File: config.mk
export PLATFORM = sky130hd
export DESIGN_NAME = instr_mem_loadable
export DESIGN_NICKNAME = d
export VERILOG_FILES = /design/src/rtl/instr_mem_pkg.sv /design/src/rtl/instr_mem_array.sv /design/src/rtl/instr_mem_loadable.sv
export SDC_FILE = /design/constraint.sdc
export NUM_CORES = 1
export LEC_CHECK = 0
export ABC_AREA = 1
export ABC_CLOCK_PERIOD_IN_PS = 3800
export BUFFER_PORTS_ARGS = -buffer_cell sky130_fd_sc_hd__buf_2
export CORE_MARGIN = 4
export CORE_UTILIZATION = 45
export CTS_BUF_LIST = sky130_fd_sc_hd__clkbuf_4 sky130_fd_sc_hd__clkbuf_8
export CTS_CLUSTER_SIZE = 30
export DETAILED_ROUTE_END_ITERATION = 10
export PLACE_DENSITY = 0.7
export SYNTH_ARGS = -nofsm -noshare
export SYNTH_HDL_FRONTEND = slang
export SYNTH_HIERARCHICAL = 1
export SYNTH_SLANG_ARGS = --single-unit
export TNS_END_PERCENT = 10
File: constraint.sdc
create_clock -name clk -period 3.8 [get_ports clk]
set_input_delay 0.57 -clock clk [delete_from_list [all_inputs] [get_ports clk]]
set_output_delay 0.57 -clock clk [all_outputs]
set_load 0.03 [all_outputs]
File: src/rtl/instr_mem_pkg.sv
// Shared types and constants for the loadable instruction memory.
package instr_mem_pkg;

    typedef enum logic [0:0] {
        StInit,
        StReady
    } state_e;

    localparam int unsigned DefaultDataW = 32;
    localparam logic [DefaultDataW-1:0] DefaultNopWord = '0;

endpackage

File: src/rtl/instr_mem_array.sv
// Word storage: one synchronous write port, one combinational read port.
module instr_mem_array #(
    parameter int unsigned DATA_W = 32,
    parameter int unsigned ADDR_W = 5,
    parameter int unsigned DEPTH  = 32
) (
    input  logic              clk,
    input  logic              we,
    input  logic [ADDR_W-1:0] waddr,
    input  logic [DATA_W-1:0] wdata,
    input  logic [ADDR_W-1:0] raddr,
    output logic [DATA_W-1:0] rdata
);

    logic [DATA_W-1:0] mem_q [DEPTH];

    // Callers keep waddr/raddr below DEPTH; no reset, contents are cleared by the INIT sweep.
    always_ff @(posedge clk) begin
        if (we) begin
            mem_q[waddr] <= wdata;
        end
    end

    assign rdata = mem_q[raddr];

endmodule

File: src/rtl/instr_mem_loadable.sv
// Instruction memory with a load port, reset-time NOP fill sweep and a registered fetch stage
// supporting stall, flush and write-first bypass. addr_err is registered alongside instr.
module instr_mem_loadable
    import instr_mem_pkg::*;
#(
    parameter int unsigned       DATA_W   = DefaultDataW,
    parameter int unsigned       ADDR_W   = 5,
    parameter int unsigned       DEPTH    = 32,
    parameter logic [DATA_W-1:0] NOP_WORD = DATA_W'(DefaultNopWord)
) (
    input  logic              clk,
    input  logic              reset,
    input  logic              ld_valid,
    input  logic [ADDR_W-1:0] ld_addr,
    input  logic [DATA_W-1:0] ld_data,
    output logic              ld_ready,
    input  logic              rd_en,
    input  logic [ADDR_W-1:0] rd_addr,
    input  logic              stall,
    input  logic              flush,
    output logic [DATA_W-1:0] instr,
    output logic              instr_valid,
    output logic              addr_err,
    output logic              busy
);

    localparam logic [ADDR_W:0]   DepthExt = (ADDR_W + 1)'(DEPTH);
    localparam logic [ADDR_W-1:0] LastAddr = ADDR_W'(DEPTH - 1);

    state_e            state_q, state_d;
    logic [ADDR_W-1:0] init_cnt_q, init_cnt_d;
    logic [DATA_W-1:0] instr_q, instr_d;
    logic              instr_valid_q, instr_valid_d;
    logic              addr_err_q, addr_err_d;

    logic              ready;
    logic              ld_accept;
    logic              ld_oor;
    logic              rd_oor;
    logic              fetch_go;
    logic              bypass;
    logic              mem_we;
    logic [ADDR_W-1:0] mem_waddr;
    logic [DATA_W-1:0] mem_wdata;
    logic [DATA_W-1:0] mem_rdata;

    assign ready     = (state_q == StReady);
    assign ld_oor    = {1'b0, ld_addr} >= DepthExt;
    assign rd_oor    = {1'b0, rd_addr} >= DepthExt;
    assign ld_accept = ld_valid & ready;
    assign fetch_go  = ready & rd_en & ~stall & ~flush;
    assign bypass    = ld_accept & ~ld_oor & (ld_addr == rd_addr);

    // Write port: INIT sweep owns the array; otherwise in-range accepted loads.
    always_comb begin
        mem_we    = 1'b0;
        mem_waddr = ld_addr;
        mem_wdata = ld_data;
        if (!reset) begin
            if (state_q == StInit) begin
                mem_we    = 1'b1;
                mem_waddr = init_cnt_q;
                mem_wdata = NOP_WORD;
            end else if (ld_accept && !ld_oor) begin
                mem_we = 1'b1;
            end
        end
    end

    always_comb begin
        state_d    = state_q;
        init_cnt_d = init_cnt_q;
        unique case (state_q)
            StInit: begin
                if (init_cnt_q == LastAddr) begin
                    state_d = StReady;
                end else begin
                    init_cnt_d = init_cnt_q + ADDR_W'(1);
                end
            end
            StReady: state_d = StReady;
            default: state_d = StInit;
        endcase
    end

    // Fetch stage: flush beats stall beats rd_en.
    always_comb begin
        instr_d       = instr_q;
        instr_valid_d = 1'b0;
        addr_err_d    = (fetch_go & rd_oor) | (ld_accept & ld_oor);
        if (flush) begin
            instr_d = NOP_WORD;
        end else if (stall) begin
            instr_valid_d = instr_valid_q;
        end else if (fetch_go) begin
            instr_valid_d = 1'b1;
            if (rd_oor) begin
                instr_d = NOP_WORD;
            end else if (bypass) begin
                instr_d = ld_data;
            end else begin
                instr_d = mem_rdata;
            end
        end
    end

    always_ff @(posedge clk) begin
        if (reset) begin
            state_q       <= StInit;
            init_cnt_q    <= '0;
            instr_q       <= NOP_WORD;
            instr_valid_q <= 1'b0;
            addr_err_q    <= 1'b0;
        end else begin
            state_q       <= state_d;
            init_cnt_q    <= init_cnt_d;
            instr_q       <= instr_d;
            instr_valid_q <= instr_valid_d;
            addr_err_q    <= addr_err_d;
        end
    end

    instr_mem_array #(
        .DATA_W(DATA_W),
        .ADDR_W(ADDR_W),
        .DEPTH (DEPTH)
    ) u_array (
        .clk  (clk),
        .we   (mem_we),
        .waddr(mem_waddr),
        .wdata(mem_wdata),
        .raddr(rd_addr),
        .rdata(mem_rdata)
    );

    assign ld_ready    = ready;
    assign busy        = (state_q == StInit);
    assign instr       = instr_q;
    assign instr_valid = instr_valid_q;
    assign addr_err    = addr_err_q;

endmodule

Word-level counts from Yosys, hierarchy flattened:

Memories as Yosys holds them, arrays and structs flattened. A register that Yosys moved wholly into a read port is not among the register bits.
Index checks and enable logic that the tools add are counted.

* bits of input ports: 48
* latch bits: 0
* RAM bits: 1024
* logic and storage cells: 29
* bits in read-only memories: 0
* output and inout port bits: 36
* bits in registers: 7
* memories kept: 1

* equal/unequal tests: 1
* divide/modulo/power cells: 0
* $mul: 0
* reductions and logical operators: 3
* bitwise operators: 8
* mux-type cells: 12
* add/sub/neg operators: 1
* order comparisons: 0
* shift operators: 0

Memory list
* u_array.mem_q: depth 32, bits a word 32, rd ports 1, clocked after Yosys merged registers in 1, write ports 1, line instr_mem_array.sv:15 `logic [DATA_W-1:0] mem_q [DEPTH];`

Operator list (number)
* two-way mux 32 bit: 2
* two-way mux 5 bit: 2
* two-way mux 1 bit: 7
* adder 5 x 1 -> 5 bit (second input constant): 1
* equality test 5 bit (second input constant): 1
* bitwise AND 1 bit: 4
* inverter 1 bit: 4
* AND reduction 2 bit: 2
* case mux 1 bit (2 select lines): 1
* OR reduction 2 bit: 1

Logic depth before layout (Yosys ltp):

* word-level depth: 6
* gate-level depth with buffers: 16
* mapped depth without buffers: 13

Modules after synthesis:

Netlist, hierarchy kept.

By module, submodules not included
* instr_mem_array: times used 1, area each 41765.1 µm², cells an instance 3504, seq. area each 30749.5 µm²
* instr_mem_loadable: times used 1, area each 2496.1 µm², cells an instance 433, seq. area each 780.7 µm²

Worst setup path before layout:

OpenSTA, ideal clock, no wires.

* path kind: input to register
* start point: input port reset
* end point: memory u_array.mem_q[4][0] (enable)
* setup slack: 0.289 ns
* buffers on the path: 2
* cell stages on the path: 7
* required time: 3.379 ns
* library setup time: 0.421 ns
* data arrival time: 3.090 ns
* cells stage by stage: buf_2 -> nor2_1 -> clkbuf_1 -> o21ai_0 -> inv_1 -> nand3_1 -> nor2_1

* elaborated cells on any way between the ends: 4
* those cells by class: 4 x mux

RTL lines
* from (decl): line instr_mem_loadable.sv:12 `input logic reset,`
* two-way mux 5 bit: line instr_mem_loadable.sv:59 `if (!reset) begin`
* via mem_waddr[4]: line instr_mem_loadable.sv:43 `logic [ADDR_W-1:0] mem_waddr;`
* to (decl): line instr_mem_array.sv:15

The timed path passes the listed nets, and every way through them passes these cells.

Worst setup path in the final report:

* start point: register state_q (netlist: ld_ready)
* end point: memory u_array.mem_q[3][31] (enable)

* elaborated cells on any way between the ends: 8
* those cells by class: 7 x mux; 1 x bitwise

RTL lines
* from (decl): line instr_mem_loadable.sv:30 `state_e state_q, state_d;`
* from (signal assigned): line instr_mem_loadable.sv:109 `state_q <= StInit;`
* from (signal assigned): line instr_mem_loadable.sv:115 `state_q <= state_d;`
* two-way mux 5 bit: line instr_mem_loadable.sv:60 `if (state_q == StInit) begin`
* two-way mux 5 bit: line instr_mem_loadable.sv:59
* via mem_waddr[0]: line instr_mem_loadable.sv:43

The timed path passes the listed nets, and every way through them passes these cells.

==> metrics.yaml <==
clock_latency_ps: 830
drt_iter0_markers: 4103
cts_tree: "done"
grt_max_degree: 112
fin_area_sq_um: 49530
wirelength_um: 112500
crit_slowest_cell: "nor2_4"
fmax_ghz: 0.3205
fin_crit_sh_pct: 82.11
viasPerCell: 5.520
globalRouteTotalUtil_pct: 21.43
worstSetupStartpointType: "flop"
yosys.area.top_type: "edfxtp_1"
period_minus_slack_ps: 3120
cts-root-buf: "clkbuf_8"
num_io_pins: 84
powerDensity_nw_per_um2: 483.4
crit_type: "reg -> reg"
initial_core_util_pct: 45.57
max-cap-violations: 0
htree_levels: 4
arrival_ps: 3570
crit_path_max_fanout: 32
die_width_um: 321.6
layout_common_cells: "nand2_1 (1531), edfxtp_1 (1024), nand3_1 (814), clkbuf_8 (167), nor2_1 (95)"
finalHoldViolCount: 0
rsz0062_at_grt: "no"
yosysSeqAreaShare_pct: 71.24
grt_use_met3_pct: 4.392
p_int_mw: 18.19
ys_ff_latch: 1063
fin_tns_setup_ps: 0
synth_cell_types: 25
rows: 114
ant_nets: 0
clkTransAtPathRegs_ps: 60
hpwlAfterDp_um: 64660
cp-end-kind: "flop"
slew_headroom_pct: 21.75
grt_pass1_wl_um: 169600
syn-cell-area_sq_um: 44260
clock_power_share_pct: 38.6
worstMarginPinSlew_ps: 1174
setup_slack_ps: 679.7
io_buffers: 82
required_ps: 4250
peakVddDrop_v: 0.0002606
avgSynthCellArea_sq_um: 11.24
fin_skew_ps: 35.03
crit_top_cell: "buf_4"
final_nets: 4110
critPathBufInv: 3
num_vias: 30210
wire_per_inst_um: 20.55
drc: 0
synth_nets: 3987
cts-resized-gates: 0
core_sq_um: 97140
ys_top_cells_by_area: "edfxtp_1 (69%), nand2_1 (13%), nand3_1 (9.2%), dfxtp_1 (1.8%), buf_6 (1.8%)"
yosys_warnings: 6
cts_buffer_depth: 3
slew_viol_final: 0
power.leakage_nw: 18.76
grt_most_used_layer: "met2"
drive_above_1_share_pct: 12.14
status: "complete, no violations"
use_met2_pct: 32.59
p_sw_mw: 5.750
gp_congestion: 0.8856
pwr-share-seq_pct: 54.2
overflow: 0
first_global_vias: 28130
syn2layout_area_growth_pct: 11.91
gr-usage-met1_pct: 31.43
die_area_sq_um: 103400
grt_antenna_before_repair: 1
layout_commonest_cell: "nand2_1"
cts_made_buffers: 166
setup_violations: 0
place_ws_ps: 412.1
sw_frac_of_total_pct: 24.02
first_pass_iters: 6
critPathMaxStageDelay_ps: 640
min_path_type: "in -> reg"
dpl-instance-area_sq_um: 46330
cp_cell_sequence: "nor2_4, buf_4, nor2_1, a21oi_1, nand3_1, buf_4, nor2_4, buf_4"
pwr-share-comb_pct: 7.1
die_y_um: 321.6
synth_top_area_share_pct: 69.47
clock_sinks: 1063
crit_family: "buffers and inverters"
syn_inst: 3937
==> power groups by stage <==
| stage | clock network, mW | logic [mW] | registers, mW |
|---|---|---|---|
| global route | 9.99 | 1.84 | 13.0 |
| global placement | 0 | 1.64 | 13.2 |
| CTS | 9.40 | 1.67 | 13.0 |
| floorplan | 0 | 1.06 | 13.2 |
| finish | 9.25 | 1.70 | 13.0 |
| detailed placement | 0 | 1.66 | 13.2 |
==> worst min-delay path, delay by kind of cell <==
family | cells | cell delay, ps
simple gates | 1 | 110
buf+inv | 1 | 100
compound gates | 1 | 70
==> cell families (layout without fill, tap and decap cells) <==
| family | after synthesis | count (layout) | share of synthesized area [%] |
|---|---|---|---|
| and+or+nand+nor | 2523 | 2523 | 23.95 |
| DFF | 1063 | 1063 | 71.24 |
| buffers and inverters | 336 | 592 | 4.608 |
| AOI/OAI and AO/OA | 12 | 12 | 0.1413 |
| adders and majority gates | 2 | 2 | 0.05653 |
| other | 1 | 4 | 0.008472 |
==> path summary, 6_finish.rpt <==
path	from	end	slack, ps	cells after the start
min	rd_en	instr_valid	80	3
max	ld_ready	u_array/mem_q[3][31]	680	8
max reg2reg	ld_ready	u_array/mem_q[3][31]	680	8
min reg2reg	instr_valid	instr_valid	460	2
==> per-layer routing <==
metal / vias to the layer above / part of all wire, %
met1: 14550 / 41
met4: 0 / 2.1
li1: 13830 / -
met2: 1649 / 45
met5: - / 0
met3: 175 / 12
==> cell type report <==
cell class,count,area (sq um)
multi-input cells,2538,11010
well taps,1276,1597
clock inverters,74,434.2
inverters,90,366.6
diodes,3,7.507
flip-flops and latches,1063,31530
clock buffers,227,2749
repair buffers,201,1836
fillers,8157,47600
==> metrics by stage <==
step           cells  power (mW)  hold slack, ps  utilization [%]
4_1_cts         5469       24.06           20.48            50.98
2_1_floorplan   3937       14.29           458.3                -
3_3_place_gp    5167       14.87           453.2            47.70
5_1_grt         5470       24.82           59.84            50.99
3_5_place_dp    5167       14.89           453.2            47.70
6_report        5472       23.94           83.01            50.99
==> synth_stat cells <==
| library cell | number |
|---|---|
| buf_1 | 19 |
| edfxtp_1 | 1024 |
| buf_6 | 69 |
| dfxtp_1 | 39 |
| inv_8 | 1 |
| nand2_1 | 1531 |
| nor2_2 | 2 |
| nor3_1 | 2 |
| buf_8 | 3 |
| clkbuf_1 | 36 |
| buf_4 | 28 |
| buf_2 | 91 |
| or2_1 | 1 |
| ha_1 | 2 |
| nand3_1 | 814 |
| nand3_4 | 1 |
| inv_2 | 3 |
| nand4_1 | 32 |
| nor2_1 | 139 |
| nor2_4 | 1 |
| o21bai_1 | 1 |
| conb_1 | 1 |
| inv_1 | 86 |
| a21oi_1 | 7 |
| o21ai_0 | 4 |
==> registers in the layout, summed over array words and instances, names as in the netlist <==
register / flops
init_cnt_q: 5
instr: 32
instr_valid: 1
ld_ready: 1
u_array/mem_q: 1024
==> timing repair <==
action,CTS,global route
endpoints found under the hold margin,1,0
hold buffers,1,0
setup buffers,0,0
(Power assumes the default switching activity.)
